`src/rtl/reg_file_pkg.sv`:
```
// riscpkg: shared constants and helpers for the IITB-RISC register file.
//   DATA_W     register width
//   NREG       number of architectural registers
//   REG_ADDR_W register address width
//   PC_REG     index of the register that doubles as the program counter
//   RESET_PC   value loaded into the PC register at reset
//   CNT_W      width of a pending-write scoreboard counter
package riscpkg;

  localparam int DATA_W     = 16;
  localparam int NREG       = 8;
  localparam int REG_ADDR_W = $clog2(NREG);
  localparam int CNT_W      = 2;

  localparam logic [REG_ADDR_W-1:0] PC_REG   = 3'd7;
  localparam logic [DATA_W-1:0]     RESET_PC = 16'h0000;

  // Read-port mux with forwarding. A write-back to the same register wins;
  // otherwise a sequential PC update is forwarded for reads of the PC register.
  function automatic logic [DATA_W-1:0] read_bypass(
    input logic [REG_ADDR_W-1:0] addr,
    input logic                  wb_act,
    input logic [REG_ADDR_W-1:0] wb_addr,
    input logic [DATA_W-1:0]     wb_data,
    input logic                  pc_act,
    input logic [DATA_W-1:0]     pc_next,
    input logic [DATA_W-1:0]     stored
  );
    logic [DATA_W-1:0] result;
    result = stored;
    if (wb_act && (wb_addr == addr)) begin
      result = wb_data;
    end else if (pc_act && (addr == PC_REG)) begin
      result = pc_next;
    end
    return result;
  endfunction

  // A register is busy while writes are pending, except when the last
  // outstanding write is being written back right now (it is forwarded).
  function automatic logic busy_calc(
    input logic [REG_ADDR_W-1:0] addr,
    input logic [CNT_W-1:0]      cnt,
    input logic                  wb_act,
    input logic [REG_ADDR_W-1:0] wb_addr
  );
    return (cnt != '0) &&
           !(wb_act && (wb_addr == addr) && (cnt == CNT_W'(1)));
  endfunction

endpackage

```
`src/rtl/reg_file_if.sv`:
```
// reg_file_if: write-back, read, PC and issue signals of the register file.
//   master modport: pipeline side (drives write-back, read addresses, PC, issue)
//   slave modport : register file side (returns read data, busy flags, PC, error)
interface reg_file_if;

  logic                             wb_en;
  logic [riscpkg::REG_ADDR_W-1:0]   wb_addr;
  logic [riscpkg::DATA_W-1:0]       wb_data;

  logic [riscpkg::REG_ADDR_W-1:0]   rd_addr_a;
  logic [riscpkg::REG_ADDR_W-1:0]   rd_addr_b;
  logic [riscpkg::DATA_W-1:0]       rd_data_a;
  logic [riscpkg::DATA_W-1:0]       rd_data_b;
  logic                             busy_a;
  logic                             busy_b;

  logic                             pc_we;
  logic [riscpkg::DATA_W-1:0]       pc_next;
  logic [riscpkg::DATA_W-1:0]       pc_out;

  logic                             issue_en;
  logic [riscpkg::REG_ADDR_W-1:0]   issue_addr;
  logic                             sb_err;

  modport master (
    output wb_en, wb_addr, wb_data,
    output rd_addr_a, rd_addr_b,
    input  rd_data_a, rd_data_b, busy_a, busy_b,
    output pc_we, pc_next,
    input  pc_out,
    output issue_en, issue_addr,
    input  sb_err
  );

  modport slave (
    input  wb_en, wb_addr, wb_data,
    input  rd_addr_a, rd_addr_b,
    output rd_data_a, rd_data_b, busy_a, busy_b,
    input  pc_we, pc_next,
    output pc_out,
    input  issue_en, issue_addr,
    output sb_err
  );

endinterface

```
`src/rtl/reg_file_sb_counter.sv`:
```
// sb_counter: 2-bit saturating pending-write counter for one register.
//   clk, resetn : clock and synchronous active-low reset
//   inc_i       : an instruction writing this register has issued
//   dec_i       : a write-back to this register has arrived
//   cnt_o       : current pending count (registered)
//   err_o       : single-cycle pulse on overflow (inc at max) or underflow
//                 (dec at zero); the count saturates in both cases
module sb_counter
  import riscpkg::*;
(
  input  logic             clk,
  input  logic             resetn,
  input  logic             inc_i,
  input  logic             dec_i,
  output logic [CNT_W-1:0] cnt_o,
  output logic             err_o
);

  localparam logic [CNT_W-1:0] CNT_MAX = '1;

  logic [CNT_W-1:0] cnt_q;
  logic [CNT_W-1:0] cnt_d;

  always_comb begin
    cnt_d = cnt_q;
    err_o = 1'b0;
    unique case ({inc_i, dec_i})
      2'b10: begin
        if (cnt_q == CNT_MAX) err_o = 1'b1;
        else                  cnt_d = cnt_q + CNT_W'(1);
      end
      2'b01: begin
        if (cnt_q == '0) err_o = 1'b1;
        else             cnt_d = cnt_q - CNT_W'(1);
      end
      // Issue and retire in the same cycle cancel out.
      default: cnt_d = cnt_q;
    endcase
  end

  always_ff @(posedge clk) begin
    if (!resetn) cnt_q <= '0;
    else         cnt_q <= cnt_d;
  end

  assign cnt_o = cnt_q;

endmodule

```
`src/rtl/reg_file.sv`:
```
// reg_file: eight-entry 16-bit architectural register file; R7 is the PC.
//   clk    : clock, all state updates on the rising edge
//   resetn : synchronous active-low reset (R0-R6=0, R7=RESET_PC, counters=0)
//   bus    : reg_file_if.slave
//            wb_*        write-back port (write wins over PC update on R7)
//            rd_*_a/b    two combinational read ports with write-back bypass
//            busy_a/b    pending-write hazard flags for the read addresses
//            pc_we/next  sequential PC update; pc_out is the registered R7
//            issue_*     scoreboard increment when a writer leaves decode
//            sb_err      sticky scoreboard overflow/underflow flag
module reg_file
  import riscpkg::*;
(
  input  logic       clk,
  input  logic       resetn,
  reg_file_if.slave  bus
);

  // Inputs are ignored while reset is held, including for forwarding.
  logic wb_act;
  logic pc_act;
  logic issue_act;

  assign wb_act    = bus.wb_en    & resetn;
  assign pc_act    = bus.pc_we    & resetn;
  assign issue_act = bus.issue_en & resetn;

  logic [DATA_W-1:0] regs [NREG];
  logic [CNT_W-1:0]  cnt  [NREG];
  logic [NREG-1:0]   err_vec;

  genvar gi;
  generate
    for (gi = 0; gi < NREG; gi++) begin : g_reg
      localparam logic [REG_ADDR_W-1:0] IDX     = REG_ADDR_W'(gi);
      localparam logic                  IS_PC   = (IDX == PC_REG);
      localparam logic [DATA_W-1:0]     RST_VAL = IS_PC ? RESET_PC : '0;

      logic              wb_hit;
      logic              issue_hit;
      logic [DATA_W-1:0] reg_q;

      assign wb_hit    = wb_act    && (bus.wb_addr    == IDX);
      assign issue_hit = issue_act && (bus.issue_addr == IDX);

      // Write-back has priority over the sequential PC update on R7.
      always_ff @(posedge clk) begin
        if (!resetn) begin
          reg_q <= RST_VAL;
        end else if (wb_hit) begin
          reg_q <= bus.wb_data;
        end else if (IS_PC && pc_act) begin
          reg_q <= bus.pc_next;
        end
      end

      assign regs[gi] = reg_q;

      sb_counter u_sb_counter (
        .clk    (clk),
        .resetn (resetn),
        .inc_i  (issue_hit),
        .dec_i  (wb_hit),
        .cnt_o  (cnt[gi]),
        .err_o  (err_vec[gi])
      );
    end
  endgenerate

  // Sticky error: once any counter misbehaves, only reset clears it.
  logic sb_err_q;

  always_ff @(posedge clk) begin
    if (!resetn)         sb_err_q <= 1'b0;
    else if (|err_vec)   sb_err_q <= 1'b1;
  end

  assign bus.sb_err = sb_err_q;
  assign bus.pc_out = regs[PC_REG];

  assign bus.rd_data_a = read_bypass(bus.rd_addr_a, wb_act, bus.wb_addr,
                                     bus.wb_data, pc_act, bus.pc_next,
                                     regs[bus.rd_addr_a]);
  assign bus.rd_data_b = read_bypass(bus.rd_addr_b, wb_act, bus.wb_addr,
                                     bus.wb_data, pc_act, bus.pc_next,
                                     regs[bus.rd_addr_b]);

  assign bus.busy_a = busy_calc(bus.rd_addr_a, cnt[bus.rd_addr_a],
                                wb_act, bus.wb_addr);
  assign bus.busy_b = busy_calc(bus.rd_addr_b, cnt[bus.rd_addr_b],
                                wb_act, bus.wb_addr);

endmodule
```
`src/flat_wrapper.sv`:
```
// flat-port wrapper written by rule: the top's interface ports become plain ports
module reg_file_flat import riscpkg::*;
  (clk, resetn, bus_wb_en, bus_wb_addr, bus_wb_data, bus_rd_addr_a, bus_rd_addr_b, bus_rd_data_a, bus_rd_data_b, bus_busy_a, bus_busy_b, bus_pc_we, bus_pc_next, bus_pc_out, bus_issue_en, bus_issue_addr, bus_sb_err);
  reg_file_if bus_i ();
  input  logic clk;
  input  logic resetn;
  input wire logic [$bits(bus_i.wb_en)-1:0] bus_wb_en;
  input wire logic [$bits(bus_i.wb_addr)-1:0] bus_wb_addr;
  input wire logic [$bits(bus_i.wb_data)-1:0] bus_wb_data;
  input wire logic [$bits(bus_i.rd_addr_a)-1:0] bus_rd_addr_a;
  input wire logic [$bits(bus_i.rd_addr_b)-1:0] bus_rd_addr_b;
  output wire logic [$bits(bus_i.rd_data_a)-1:0] bus_rd_data_a;
  output wire logic [$bits(bus_i.rd_data_b)-1:0] bus_rd_data_b;
  output wire logic [$bits(bus_i.busy_a)-1:0] bus_busy_a;
  output wire logic [$bits(bus_i.busy_b)-1:0] bus_busy_b;
  input wire logic [$bits(bus_i.pc_we)-1:0] bus_pc_we;
  input wire logic [$bits(bus_i.pc_next)-1:0] bus_pc_next;
  output wire logic [$bits(bus_i.pc_out)-1:0] bus_pc_out;
  input wire logic [$bits(bus_i.issue_en)-1:0] bus_issue_en;
  input wire logic [$bits(bus_i.issue_addr)-1:0] bus_issue_addr;
  output wire logic [$bits(bus_i.sb_err)-1:0] bus_sb_err;
  assign bus_i.wb_en = bus_wb_en;
  assign bus_i.wb_addr = bus_wb_addr;
  assign bus_i.wb_data = bus_wb_data;
  assign bus_i.rd_addr_a = bus_rd_addr_a;
  assign bus_i.rd_addr_b = bus_rd_addr_b;
  assign bus_rd_data_a = bus_i.rd_data_a;
  assign bus_rd_data_b = bus_i.rd_data_b;
  assign bus_busy_a = bus_i.busy_a;
  assign bus_busy_b = bus_i.busy_b;
  assign bus_i.pc_we = bus_pc_we;
  assign bus_i.pc_next = bus_pc_next;
  assign bus_pc_out = bus_i.pc_out;
  assign bus_i.issue_en = bus_issue_en;
  assign bus_i.issue_addr = bus_issue_addr;
  assign bus_sb_err = bus_i.sb_err;
  reg_file u_core (.clk(clk), .resetn(resetn), .bus(bus_i));
endmodule
```
`config.mk`:
```
export PLATFORM = sky130hd
export DESIGN_NAME = reg_file_flat
export DESIGN_NICKNAME = d
export VERILOG_FILES = /design/src/rtl/reg_file_pkg.sv /design/src/rtl/reg_file_if.sv /design/src/rtl/reg_file_sb_counter.sv /design/src/rtl/reg_file.sv /design/src/flat_wrapper.sv
export SDC_FILE = /design/constraint.sdc
export NUM_CORES = 1
export LEC_CHECK = 0
export CAP_MARGIN = 15
export CELL_PAD_IN_SITES_DETAIL_PLACEMENT = 1
export CELL_PAD_IN_SITES_GLOBAL_PLACEMENT = 2
export CORE_MARGIN = 4
export CORE_UTILIZATION = 35
export CTS_CLUSTER_DIAMETER = 50
export DETAILED_ROUTE_END_ITERATION = 6
export GPL_ROUTABILITY_DRIVEN = 0
export GPL_TIMING_DRIVEN = 0
export PLACE_DENSITY = 0.8
export SLEW_MARGIN = 40
export SYNTH_ARGS = -nofsm -noshare
export SYNTH_HDL_FRONTEND = slang
export SYNTH_HIERARCHICAL = 1
export SYNTH_SLANG_ARGS = --single-unit
```
`constraint.sdc`:
```
create_clock -name clk -period 3.3 [get_ports clk]
set_clock_uncertainty 0.2 [all_clocks]
set_input_delay 0.495 -clock clk [delete_from_list [all_inputs] [get_ports clk]]
set_output_delay 0.495 -clock clk [all_outputs]
set_load 0.01 [all_outputs]
```
==> results by group <==
Power
  – Seq pwr share: 39.5%
  – Combinational share of power: 14.7%
  – Max VDD drop: around 0.00030 V
  – Clock share of power: a little under half
  – P_sw: 0.001298 W
  – Leakage dissipation: a little over 4 nW
  – Power Internal: 0.003329 W
  – Pwr Density: 404.9 nW/µm²
  – Switching Fraction: between 20% and 30%
  – Total design power: 0.004627 W

Global route
  – GRT Total Usage: 28.37%
  – Vias in the first global route: 9,223
  – First-pass GRT wire length: 60.01 mm
  – Initial antenna violation count: 2
  – Grt total ovfl: 0
  – Pin count of the biggest net entering global routing: 18

Hold path
  – Hold Path Class: in2reg

Synth
  – Synth unique cells: 50
  – Top FF cell, synth: dfxtp_1
  – Mapped Avg Cell Area: 8.668 µm²
  – Mapped Area: 9240 µm²
  – Yosys warnings: 6
  – Post-synth top area share: 31.42%
  – Area contributors post-synth: dfxtp_1 (31%), mux4_2 (17%), nand2_1 (8.8%), a21oi_1 (6.9%), a211oi_1 (3.4%)
  – Top cell type by total area after synthesis: dfxtp_1
  – FF+latch count, synth: 145
  – Post-synth EDFFs: 0
  – Sequential element share of the synthesized area: 31.42%
  – Asr flop ratio synth: 0%
  – Post-Syn Nets: about 1,100
  – Syn Inst Count: 1,066

Floorplan
  – Starting Density: between 30 and 40%
  – Total I/O pin count: 100
  – Die Area: 29,060 µm²
  – Die W: ~170 µm
  – Core Region: 25,980 µm²
  – FP Rows: 59
  – Die height: 170.5 µm

STA
  – # setup viols final: 0
  – Final period utilization: 98.27%
  – Max-slew headroom: about two fifths
  – PnR worst setup slack: 56.95 ps
  – Final Max Slew Viols: 0
  – Final hold violation count: 0
  – Setup TNS: 0 ps
  – Unrepaired setup endpoints after global routing: false
  – Worst-Margin Slew: 919.7 ps
  – Min Tclk post-route: 3243 ps
  – Maximum clock rate: 308.4 MHz

Critical path
  – CP Launch Type: input port
  – Critical-path cell list: dlygate4sd2_1, nand2_2, or2_2, buf_2, buf_6, inv_1, inv_1, ha_1, and2_2, a21oi_1, nor2_1, nor4_2, a31oi_1
  – Crit Path Category: in2reg
  – Max incr delay on CP: 490 ps
  – Crit path max fanout: 10
  – Crit path DAT: 3320 ps
  – Worst EP required: 3380 ps
  – CP max-delay cell: dlygate4sd2_1
  – Delay-heaviest family, CP: simple AND/OR/NAND/NOR gates
  – Crit end category: flip-flop
  – CP dominant cell by count: inv_1
  – Worst Path Buf+Inv: 5

Routing
  – Drt total wl: approximately 42 mm
  – WL/cell: 27.21 µm
  – Total number of vias: 9,181
  – Post-route ant nets: 0
  – DRC: 0
  – Routed vias/inst: about 6.0
  – First-pass DRT Iterations: 5
  – 1st-iter DRT viols: 862

Cells and area
  – Share of cells above drive strength 1: 19.26%
  – Commonest non-fill, non-tap cell in the layout: nand2_1
  – Nets: 1,247
  – Fillers: 3,060
  – Layout area overhead: 23.67%
  – Most frequent cells in the layout: nand2_1 (216), dfxtp_1 (145), a21oi_1 (128)

CTS
  – Worst skew pair latency: 430 ps
  – CTS buffer count: 17
  – Hold Buf Count CTS: 0
  – Clock Tree Buf Depth: 2
  – TritonCTS Sinks: 145
  – CTS tree: built
  – Clk slew on worst S/H paths: ~70 ps
  – # H-tree levels: 4
  – Root Driver: clkbuf_16

Placed design
  – Post-place setup slack: -1346 ps
  – # port buffers: 81
  – HPWL Detailed: roughly 28 mm

Flow run
  – Max-cap violations: 0

Outcome
  – Status: complete, no violations
per-layer routing:
| metal | vias to the layer above | GRT usage, % | part of all wire, % |
|---|---|---|---|
| met4 | 4 | 12.64 | 4.2 |
| met2 | 411 | 45.80 | 47 |
| met5 | - | 0 | 0.050 |
| met1 | 4638 | 36.81 | 42 |
| met3 | 96 | 5.784 | 7.5 |
| li1 | 4032 | - | - |
state kept, by name (all words and copies together) (netlist names):
| signal | cells |
|---|---|
| u_core/g.u_sb_counter/cnt_o | 16 |
| u_core/bus.sb_err | 1 |
| u_core/bus.pc_out | 16 |
| u_core/g.reg_q | 112 |
synth_stat cells (3+ instances only):
cell and n:
buf_4 21, o21ai_0 57, dfxtp_1 145, a21oi_1 128
nor2_2 3, xor2_1 6, and4b_1 7, buf_6 14
mux4_2 70, nor3_2 7, nor3_1 3, a211oi_1 42
o31ai_1 32, a31oi_1 8, nand2b_1 15, mux2i_1 16
buf_2 25, clkbuf_1 35, ha_1 17, nor3b_1 8
nand2_1 217, nand3b_1 8, nor2b_1 32, inv_1 29
nor2_1 73, o211a_1 7, a211oi_2 6
power by group through the flow:
stage	clock (W)	sequential, W	combinational [W]
5_1_grt	0.00222	0.00183	0.000713
2_1_floorplan	0	0.00185	0.000347
3_5_place_dp	0	0.00186	0.000648
6_report	0.00212	0.00183	0.000679
4_1_cts	0.00214	0.00183	0.000667
3_3_place_gp	0	0.00186	0.000643
worst paths after layout:
path                                         startpoint  slack (ps)                  endpoint  depth (start not counted)
setup / recovery                         bus_wb_addr[1]          60         u_core/bus.sb_err                         13
hold reg to reg                u_core/g_reg[5].reg_q[4]         270  u_core/g_reg[5].reg_q[4]                          2
hold / removal                           bus_wb_data[8]         170  u_core/g_reg[5].reg_q[8]                          3
setup reg to reg  u_core/g_reg[5].u_sb_counter/cnt_o[0]        1550         u_core/bus.sb_err                          5
kinds of logic (layout without fill, tap and decap cells):
logic type / Yosys count / in the layout / share of synthesized area, %
other: 0 / 1 / 0
buffers and inverters: 131 / 259 / 7.759
adders and majority gates: 17 / 17 / 2.302
DFF: 145 / 145 / 31.41
xor gates and xnor gates: 6 / 6 / 0.5687
and+or+nand+nor: 394 / 394 / 20.00
AOI/OAI and AO/OA: 285 / 285 / 18.59
muxes: 88 / 88 / 19.36
repair_timing:
item,4_1_cts,5_1_grt
setup buffers,11,3
cloned,1,0
pin swaps,7,1
setup endpoints to repair,45,17
gates resized for setup,112,10
stage by stage:
stage	utilization, %	instances	cell area, µm²	hold slack [ps]
floorplan	-	1066	9240	241.5
global placement	40.29	1482	10470	256.3
detailed placement	40.30	1482	10470	266.4
CTS	43.75	1526	11370	164.1
global route	43.98	1530	11430	172.5
finish	43.98	1530	11430	173.7
area by class of cell:
type                            count  area (µm²)  area share [%]
Tap cell                          335       419.2           3.668
Inverter                           33       131.4           1.150
Antenna cell                        1       2.502         0.02190
Buffer                             98       739.5           6.471
Sequential cell                   145        2903           25.40
Multi-Input combinational cell    790        5732           50.16
Timing Repair Buffer               96       882.1           7.719
Clock buffer                       20       436.7           3.821
Clock inverter                     12       181.4           1.588
worst register-to-register path: cells and delay by family (launching register included):
kind               cells  cell delay [ps]
and+or+nand+nor        3              620
AOI/OAI and AO/OA      2              300
DFF                    1              470
No activity file was read; power rests on OpenSTA's default activity.
